<file path="config.mk">
export PLATFORM = sky130hd
export DESIGN_NAME = ones_counter_seq
export DESIGN_NICKNAME = d
export VERILOG_FILES = /design/src/rtl/ones_counter_seq.sv
export SDC_FILE = /design/constraint.sdc
export NUM_CORES = 1
export LEC_CHECK = 0
export ABC_AREA = 1
export ABC_CLOCK_PERIOD_IN_PS = 5400
export BUFFER_PORTS_ARGS = -buffer_cell sky130_fd_sc_hd__buf_2
export CAP_MARGIN = 10
export CORE_MARGIN = 1
export CORE_UTILIZATION = 30
export DETAILED_ROUTE_END_ITERATION = 10
export SETUP_SLACK_MARGIN = 0.02
export SYNTH_ARGS = -nofsm -noshare
export SYNTH_HDL_FRONTEND = slang
export SYNTH_SLANG_ARGS = --single-unit
</file>
<file path="constraint.sdc">
create_clock -name clk -period 5.4 [get_ports clk]
set_input_delay 1.08 -clock clk [delete_from_list [all_inputs] [get_ports clk]]
set_output_delay 1.08 -clock clk [all_outputs]
set_load 0.02 [all_outputs]
</file>
<file path="src/rtl/ones_counter_seq.sv">
// ----------------------------------------------------------------------------
// ones_counter_seq
//   Sequential population counter. Accepts a WIDTH-bit word over a valid/ready
//   handshake, counts its set bits CHUNK bits per cycle, returns the count over
//   a valid/ready output handshake and keeps a saturating running total of all
//   delivered counts.
//
// Parameters
//   WIDTH    input word width (multiple of CHUNK)
//   CHUNK    bits examined per COUNT cycle
//   TOTAL_W  running-total width
//
// Ports
//   clk          rising-edge clock
//   rst_n        asynchronous active-low reset
//   in_valid     producer has a word
//   in_ready     block can accept a word (IDLE only)
//   in_data      word to count, sampled only on the accept cycle
//   out_valid    count result available (DONE)
//   out_ready    consumer accepts result
//   out_count    number of ones in the accepted word
//   total_clr    synchronous clear of total_count / total_sat (wins over add)
//   total_count  saturating sum of delivered out_count values
//   total_sat    sticky saturation flag
//   out_parity   odd parity of the word (only with ONES_COUNTER_PARITY_EN)
//
// Build option
//   `define ONES_COUNTER_PARITY_EN adds the out_parity output.
// ----------------------------------------------------------------------------
module ones_counter_seq #(
   parameter int WIDTH   = 8,
   parameter int CHUNK   = 2,
   parameter int TOTAL_W = 16
) (
   input  logic                       clk,
   input  logic                       rst_n,
   input  logic                       in_valid,
   output logic                       in_ready,
   input  logic [WIDTH-1:0]           in_data,
   output logic                       out_valid,
   input  logic                       out_ready,
   output logic [$clog2(WIDTH+1)-1:0] out_count,
   input  logic                       total_clr,
   output logic [TOTAL_W-1:0]         total_count,
   output logic                       total_sat
`ifdef ONES_COUNTER_PARITY_EN
   ,
   output logic                       out_parity
`endif
);

   localparam int CNT_W  = $clog2(WIDTH+1);
   localparam int NBEATS = WIDTH / CHUNK;
   // Keep the beat counter at least one bit wide when a single beat suffices.
   localparam int BEAT_W = (NBEATS > 1) ? $clog2(NBEATS) : 1;
   localparam logic [BEAT_W-1:0]  LAST_BEAT = BEAT_W'(NBEATS - 1);
   localparam logic [TOTAL_W-1:0] TOTAL_MAX = '1;

   typedef enum logic [1:0] {
      S_IDLE,
      S_COUNT,
      S_DONE
   } state_t;

   state_t              state_q, state_d;
   logic [WIDTH-1:0]    shift_q, shift_d;
   logic [CNT_W-1:0]    acc_q,   acc_d;
   logic [BEAT_W-1:0]   beat_q,  beat_d;
   logic [TOTAL_W-1:0]  total_q, total_d;
   logic                sat_q,   sat_d;

   logic [CNT_W-1:0]    beat_pop;
   logic [TOTAL_W:0]    total_sum;

   // Popcount of the low CHUNK bits, zero-extended to the accumulator width.
   always_comb begin
      beat_pop = '0;
      for (int i = 0; i < CHUNK; i++) begin
         beat_pop = beat_pop + CNT_W'(shift_q[i]);
      end
   end

   // One extra bit catches the carry out that signals a clamp.
   assign total_sum = {1'b0, total_q} + (TOTAL_W+1)'(acc_q);

   always_comb begin
      state_d   = state_q;
      shift_d   = shift_q;
      acc_d     = acc_q;
      beat_d    = beat_q;
      total_d   = total_q;
      sat_d     = sat_q;
      in_ready  = 1'b0;
      out_valid = 1'b0;

      case (state_q)
         S_IDLE: begin
            in_ready = 1'b1;
            if (in_valid) begin
               shift_d = in_data;
               acc_d   = '0;
               beat_d  = '0;
               state_d = S_COUNT;
            end
         end

         S_COUNT: begin
            acc_d   = acc_q + beat_pop;
            shift_d = shift_q >> CHUNK;
            beat_d  = beat_q + BEAT_W'(1);
            if (beat_q == LAST_BEAT) begin
               beat_d  = '0;
               state_d = S_DONE;
            end
         end

         S_DONE: begin
            out_valid = 1'b1;
            if (out_ready) begin
               state_d = S_IDLE;
               if (total_sum[TOTAL_W]) begin
                  total_d = TOTAL_MAX;
                  sat_d   = 1'b1;
               end else begin
                  total_d = total_sum[TOTAL_W-1:0];
               end
            end
         end

         default: state_d = S_IDLE;
      endcase

      // Clear overrides any add on the same edge.
      if (total_clr) begin
         total_d = '0;
         sat_d   = 1'b0;
      end
   end

   always_ff @(posedge clk or negedge rst_n) begin
      if (!rst_n) begin
         state_q <= S_IDLE;
         shift_q <= '0;
         acc_q   <= '0;
         beat_q  <= '0;
         total_q <= '0;
         sat_q   <= 1'b0;
      end else begin
         state_q <= state_d;
         shift_q <= shift_d;
         acc_q   <= acc_d;
         beat_q  <= beat_d;
         total_q <= total_d;
         sat_q   <= sat_d;
      end
   end

   // The accumulator is frozen throughout DONE, so it drives the result directly.
   assign out_count   = acc_q;
   assign total_count = total_q;
   assign total_sat   = sat_q;

`ifdef ONES_COUNTER_PARITY_EN
   assign out_parity = acc_q[0];
`endif

endmodule

</file>
======== Word-level counts from Yosys, hierarchy flattened ========
Index checks and enable logic that the tools add are counted.
operators by class
  reduce and logical (&&, ||, !) cells .... 9
  muxes and demuxes ....................... 21
  add/sub/neg operators ................... 4
  equality and inequality tests ........... 6
operator list
  operator                                              number
  two-way mux 16 bit                                    4
  adder 16 x 4 -> 17 bit                                1
  case mux 8 bit (2 select lines)                       1
  two-way mux 2 bit                                     5
  two-way mux 8 bit                                     1
  case mux 4 bit (2 select lines)                       1
  nonzero test 2 bit                                    4
  two-way mux 1 bit                                     6
  != test 2 bit (second input constant)                 3
  case mux 2 bit (3 select lines)                       1
  AND reduction 3 bit                                   2
  adder 4 x 2 -> 4 bit                                  1
  equality test 2 bit (second input constant)           2
  two-way mux 4 bit                                     1
  case mux 2 bit (2 select lines)                       1
  AND reduction 2 bit                                   2
  adder 1 x 1 -> 2 bit                                  1
  adder 2 x 1 -> 2 bit (second input constant)          1
  equality test 2 x 1 -> 1 bit (second input constant)  1
  logical NOT 2 bit                                     1
word-level totals
  register bits after elaboration ......... 33
  input bits .............................. 13
  word-level logic and storage cells ...... 46
  output and inout port bits .............. 23

======== Longest topological paths before layout ========
Gate-level depths: netlist of run 1.
  depth after elaboration ................. 5
  depth in mapped cells ................... 10
  mapped depth without buffers ............ 10

======== Least setup slack after synthesis of run 1 ========
Ideal clock, no wire load.
  kind .................................... register to output
  start point ............................. reg state_q[0]
  end point ............................... out in_ready
  path buffers ............................ 0
  slack ................................... 3.369 ns
  arrival ................................. 0.951 ns
  cell stages (with the launch flop) ...... 2
  data required time ...................... 4.320 ns
  path through ............................ dfrtp_1 -> nor2_1
between the ends
  cells in the longest elaborated chain, start to end .. 2
ends and longest elaborated chain
  element                   RTL line  text
  start: declaration        65        state_t state_q, state_d;
  start signal: assignment  149       state_q <= state_d;
  logical NOT 2 bit         96        case (state_q)
  two-way mux 1 bit         96
  end: declaration          38        output logic in_ready,
No other way between the ends.

======== Worst setup path in the final report of run 1 ========
Ends and elaborated chain as after synthesis.

==> out/metrics.cfg, run 1 <==
[clock_tree]
cts_resized = 0
cts_sinks = 33
postCtsSetupRepairBufs = 0
postCtsHoldBufs = 0
htreeDepth = 2
cts_tree = built
clk_pin_slew_worst_paths_ns = 0.06
clock_path_buffers = 2
clock_latency_ns = 0.29
cts_buffers = 5
root_buffer = clkbuf_8

[critical_path]
crit_required_ns = 4.32
cp_max_fo = 9
endpoint_kind = primary output
crit_chain = nor2_1 -> buf_2
max_stage_delay_ns = 0.43
critPathTopFamily = flip-flops
path_class = reg2out
timing.critical_path.buf_inv = 1
critPathLaunchType = flop
worstPathArrival_ns = 1.41
slowest_stage = dfrtp_1

[sta]
hold_viol = 0
timing.hold.ws_ns = 0.485
relSlewSlack_pct = 50.1
rsz0062_at_grt = no
skew_ns = 0.00475
finalCriticalPeriod_ns = 2.49
fmax_ghz = 0.402
tightestPinTransition_ns = 0.749
setup_slack_ns = 2.91
period_share_pct = 46.1
slew_viol_final = 0
setup-tns-final_ns = 0
setup-violations-final = 0

[floorplan]
start_util_pct = 31.5
rows = 29
die_x_microns = 84.1
dieArea_sq_um = 7070
core_area_sq_um = 6420
dieHeight_microns = 84.1
io_pins = 36

[pwr]
p_int_uw = 515
sw_frac_of_total_pct = 35.1
p_clk_share_pct = 28.3
p_leak_uw = 0.00133
seqPwrFrac_pct = 41.3
p_comb_share_pct = 30.5
power_density_nw_per_um2 = 335
switchingPower_uw = 279
ir_drop_mv = 0.0892
p_total_uw = 794

[run_status]
status = complete, but fails checks
violations = DRC

[routing]
drtPass1Iterations = 7
drcViolationCount = 6
finalWirelength_microns = 4700
wl_per_cell_microns = 12.8
vias = 1781
avgViaCountPerCell = 4.84
dr.first_iter.drc_count = 89
ant_nets = 0

[synth]
synth-seq-area-share_pct = 40.9
syn-cell-area_sq_um = 2020
syn_nets = 275
synth_seq_cells = 33
yosysWarnings = 0
synthCells = 254
ys_types = 33
syn_avg_cell_area_sq_um = 7.96

[global_routing]
grt_pass1_wl_microns = 8370
grt_overflow = 0
track_usage_pct = 14.8
grt_pass1_vias = 1846
antenna_found_initial = 0
grt_max_degree = 34

[placed_design]
dpl.cell_count = 361
pre_cts_slack_ns = 3.20
place_congestion = 0.782
hpwl_microns = 3460
io_buffers = 35

[finish]
syn2layout_area_growth_pct = 17.2
drive_above_1_share_pct = 22.0
antenna_cells = 0
fin_nets = 312
instances_no_fill = 368

[hold_path]
hold_path.class = reg2reg

[job]
drv_cap = 0

[cells in the final DEF (no fill, tap or decap), types with 2 or more instances in the layout]
cell	n
nand4_1	2
nor2_2	3
a22oi_1	6
dfrtp_1	33
o211ai_2	2
o221ai_1	5
nand3_2	8
ha_1	6
nand2_1	77
nand3_1	35
o21ai_0	5
fa_1	2
buf_2	35
nor2_4	2
a22o_1	2
clkbuf_8	5
nand2_2	2
inv_1	31
nor2_1	13
o22ai_1	2
[cells by family after synthesis]
family,count (synthesis),synth area share (%)
compound gates,27,10.2
xor+xnor,2,0.867
fa+ha+maj,8,5.70
buf+inv,37,7.31
flops,33,40.9
simple gates,147,35.1
[Yosys cell counts]
cell | n | area [sq um]
nand2_1 | 77 | 289
nand3_1 | 35 | 175
dfrtp_1 | 33 | 826
inv_1 | 31 | 116
nor2_1 | 13 | 48.8
nand3_2 | 8 | 80.1
a22oi_1 | 6 | 45.0
ha_1 | 6 | 75.1
o21ai_0 | 5 | 25.0
o221ai_1 | 5 | 43.8
buf_2 | 4 | 20.0
nor2_2 | 3 | 18.8
a22o_1 | 2 | 17.5
fa_1 | 2 | 40.0
nand2_2 | 2 | 12.5
nand4_1 | 2 | 12.5
nor2_4 | 2 | 22.5
o211ai_2 | 2 | 25.0
o22ai_1 | 2 | 12.5
a21oi_1 | 1 | 5.00
a21oi_2 | 1 | 8.76
a32o_1 | 1 | 10.0
buf_4 | 1 | 7.51
inv_2 | 1 | 3.75
nand2_4 | 1 | 11.3
nand3b_1 | 1 | 7.51
nor2_8 | 1 | 20.0
nor3_1 | 1 | 5.00
o21ai_1 | 1 | 5.00
o31ai_1 | 1 | 7.51
or2_2 | 1 | 6.26
xnor2_1 | 1 | 8.76
xor2_1 | 1 | 8.76
[per-layer routing]
metal | up-vias | share of wire [%] | track usage, %
li1 | 917 | - | -
met1 | 826 | 48 | 18.0
met2 | 32 | 47 | 25.7
met3 | 6 | 3.9 | 3.26
met4 | 0 | 1.0 | 4.70
met5 | - | 0 | 0
[worst paths after layout]
check	startpoint	endpoint	slack [ns]	depth (start not counted)
max	state_q[0]$_DFFE_PN0P_	in_ready	2.91	2
min	beat_q[0]$_DFFE_PN0P_	beat_q[0]$_DFFE_PN0P_	0.49	1
max reg2reg	out_count[0]$_DFFE_PN0P_	total_count[14]$_DFFE_PN0P_	3.45	8
min reg2reg	beat_q[0]$_DFFE_PN0P_	beat_q[0]$_DFFE_PN0P_	0.49	1
max in group asynchronous	rst_n	state_q[0]$_DFFE_PN0P_	4.07	1
min in group asynchronous	rst_n	total_count[9]$_DFFE_PN0P_	0.86	1
[worst reg2reg max path: stages, from the launching register on]
cell	delay, ns
dfrtp_1	0.40
ha_1	0.25
fa_1	0.46
a21oi_2	0.33
nor2_1	0.16
nand2_1	0.09
nand2_1	0.04
nand3_1	0.06
nand2_1	0.06
[power by group through the flow]
stage | sequential, uW | clock (uW) | combinational (uW)
4_1_cts | 327 | 231 | 245
2_1_floorplan | 338 | 0 | 169
5_1_grt | 333 | 244 | 274
6_report | 328 | 224 | 242
3_3_place_gp | 329 | 0 | 240
3_5_place_dp | 332 | 0 | 244
[registers in the layout (all words and copies together) (netlist names)]
signal	cells
total_count	16
shift_q	8
out_count	4
beat_q	2
state_q	2
total_sat	1
[through the flow]
step	area, sq um	util, %
floorplan	2020	-
global placement	2260	35.3
detailed placement	2260	35.3
CTS	2370	36.9
global route	2370	36.9
finish	2370	36.9
[final cells by class]
type | count | area, sq um
Sequential cell | 33 | 826
Inverter | 32 | 120
Multi-Input combinational cell | 184 | 1050
Timing Repair Buffer | 35 | 175
Fill cell | 677 | 4050
Tap cell | 77 | 96.3
Clock buffer | 5 | 68.8
Clock inverter | 2 | 35.0
Note: power is estimated with default switching activity, not from simulation.
==> run 2, diff against run 1 <==
ABC_CLOCK_PERIOD_IN_PS = 2180   (was 5400)
clock period = 2.18 ns   (was 5.4 ns; I/O delays follow)
==> run 2 against run 1 <==
Compared with the run above: the run still ends with DRC left; flip-flop and latch count did not move; routed wire length up 0.11%; worst hold slack lost 0.28 ns; die area unchanged; non-clock buffer count increased by 1; global-route usage increased by 0.094 points; power increased to 2.6 times the previous value; count of clock-buffer cells in the layout is 1 higher; final cell count increased by 0.54%; register-to-register slack got worse by 3.2 ns; design area rose by 1.0%; core utilization rose by 0.37 points; largest power group unchanged.
==> out/metrics.cfg, run 2 (synthesized netlist as in run 1, its figures left out) <==
[routing]
wl_per_cell_microns = 12.7
ant_nets = 0
drtPass1Iterations = 9
avgViaCountPerCell = 4.79
vias = 1774
drcViolationCount = 6
dr.first_iter.drc_count = 140
finalWirelength_microns = 4700

[critical_path]
cp_max_fo = 10
timing.critical_path.buf_inv = 0
critPathLaunchType = flop
slowest_stage = fa_1
endpoint_kind = flop
reg2reg_depth = 6
max_stage_delay_ns = 0.46
path_class = reg2reg
crit_required_ns = 2.35
critPathTopFamily = adder cells
crit_chain = ha_1 -> fa_1 -> a21oi_2 -> nor2_8 -> nand2_4 -> o211ai_2
crit_cells = 6
worstPathArrival_ns = 2.09

[finish]
final_cell_mix = 77 x nand2_1, 35 x nand3_1, 35 x buf_2, 33 x dfrtp_1, 31 x inv_1
largest_register_ffs = 16
antenna_cells = 0
layout_commonest_cell = nand2_1
fin_nets = 313
drive_above_1_share_pct = 22.5
syn2layout_area_growth_pct = 18.4

[floorplan]
start_util_pct = 31.5
dieArea_sq_um = 7070
die_x_microns = 84.1
rows = 29
core_area_sq_um = 6420
dieHeight_microns = 84.1
io_pins = 36

[clock_tree]
clk_pin_slew_worst_paths_ns = 0.07
cts_sinks = 33
root_buffer = clkbuf_8
htreeDepth = 2
cts_buffers = 5
cts_resized = 0
clock_latency_ns = 0.29
postCtsHoldBufs = 0
postCtsSetupRepairBufs = 0
cts_tree = built
clock_path_buffers = 2

[sta]
tightestPinTransition_ns = 0.745
fmax_ghz = 0.520
slew_viol_final = 0
relSlewSlack_pct = 50.4
finalCriticalPeriod_ns = 1.92
period_share_pct = 88.2
setup-violations-final = 0
skew_ns = 0.00667
timing.hold.ws_ns = 0.203
rsz0062_at_grt = no
hold_viol = 0
setup-tns-final_ns = 0

[hold_path]
hold_path.class = in2async

[pwr]
p_comb_share_pct = 30.1
sw_frac_of_total_pct = 34.8
power_density_nw_per_um2 = 852
switchingPower_uw = 710
seqPwrFrac_pct = 39.8
p_clk_share_pct = 30.1
p_leak_uw = 0.00134
ir_drop_mv = 0.297
p_int_uw = 1330

[global_routing]
grt_busiest_layer = met2
grt_max_degree = 34
use_met3_pct = 2.77
grt_overflow = 0
grt_pass1_wl_microns = 8340
grt_pass1_vias = 1726
gr-usage-met2_pct = 22.7
use_met1_pct = 20.9
track_usage_pct = 14.9
antenna_found_initial = 0

[job]
drv_cap = 0

[run_status]
status = complete, but fails checks
violations = DRC

[placed_design]
place_congestion = 0.816
io_buffers = 35
hpwl_microns = 3440

==> run 2: cell count changes in the layout (fill, tap and decap cells not counted) <==
cell        before  now
clkbuf_8         5    6
buf_4            0    1
clkinvlp_4       0    1
clkinv_2         1    0
==> run 2: path summary, 6_finish.rpt <==
kind | slack [ns] | startpoint | end
hold reg to reg | 0.49 | beat_q[0]$_DFFE_PN0P_ | beat_q[0]$_DFFE_PN0P_
min in group clk | 0.37 | out_ready | state_q[1]$_DFFE_PN0P_
max in group asynchronous | 1.50 | rst_n | total_count[3]$_DFFE_PN0P_
hold / removal | 0.20 | rst_n | total_count[11]$_DFFE_PN0P_
setup / recovery | 0.26 | out_count[0]$_DFFE_PN0P_ | total_count[3]$_DFFE_PN0P_
setup reg to reg | 0.26 | out_count[0]$_DFFE_PN0P_ | total_count[3]$_DFFE_PN0P_
==> run 2: metal layers <==
layer / share of wire [%] / routed length, microns
met1: 49 / 2320
met2: 45 / 2140
met3: 3.6 / 170
met4: 1.5 / 70
met5: 0 / 0
==> run 2: per-stage QoR <==
step	std cells	total power, uW	instance area [sq um]	utilization [%]	worst slack (ns)
floorplan	254	1260	2020	-	0.313
global placement	362	1430	2270	35.4	0.312
detailed placement	362	1440	2270	35.4	0.261
CTS	370	2050	2390	37.2	0.251
global route	370	2200	2390	37.2	0.150
finish	370	2040	2390	37.2	0.258
==> run 2: cell type report <==
class	count	area (sq um)
Multi-Input combinational cell	184	1050
Tap cell	77	96.3
Inverter	32	120
Fill cell	668	4030
Sequential cell	33	826
Timing Repair Buffer	36	183
Clock buffer	6	82.6
Clock inverter	2	37.5
==> run 2: worst reg2reg max path: stages (launching register included) <==
cell      delay (ns)
dfrtp_1         0.40
ha_1            0.25
fa_1            0.46
a21oi_2         0.31
nor2_8          0.09
nand2_4         0.18
o211ai_2        0.11
==> run 2: power groups by stage <==
stage	combinational [uW]	sequential (uW)	clock, uW
3_3_place_gp	610	819	0
6_report	613	812	613
4_1_cts	615	813	627
2_1_floorplan	419	838	0
3_5_place_dp	616	825	0
5_1_grt	720	829	654
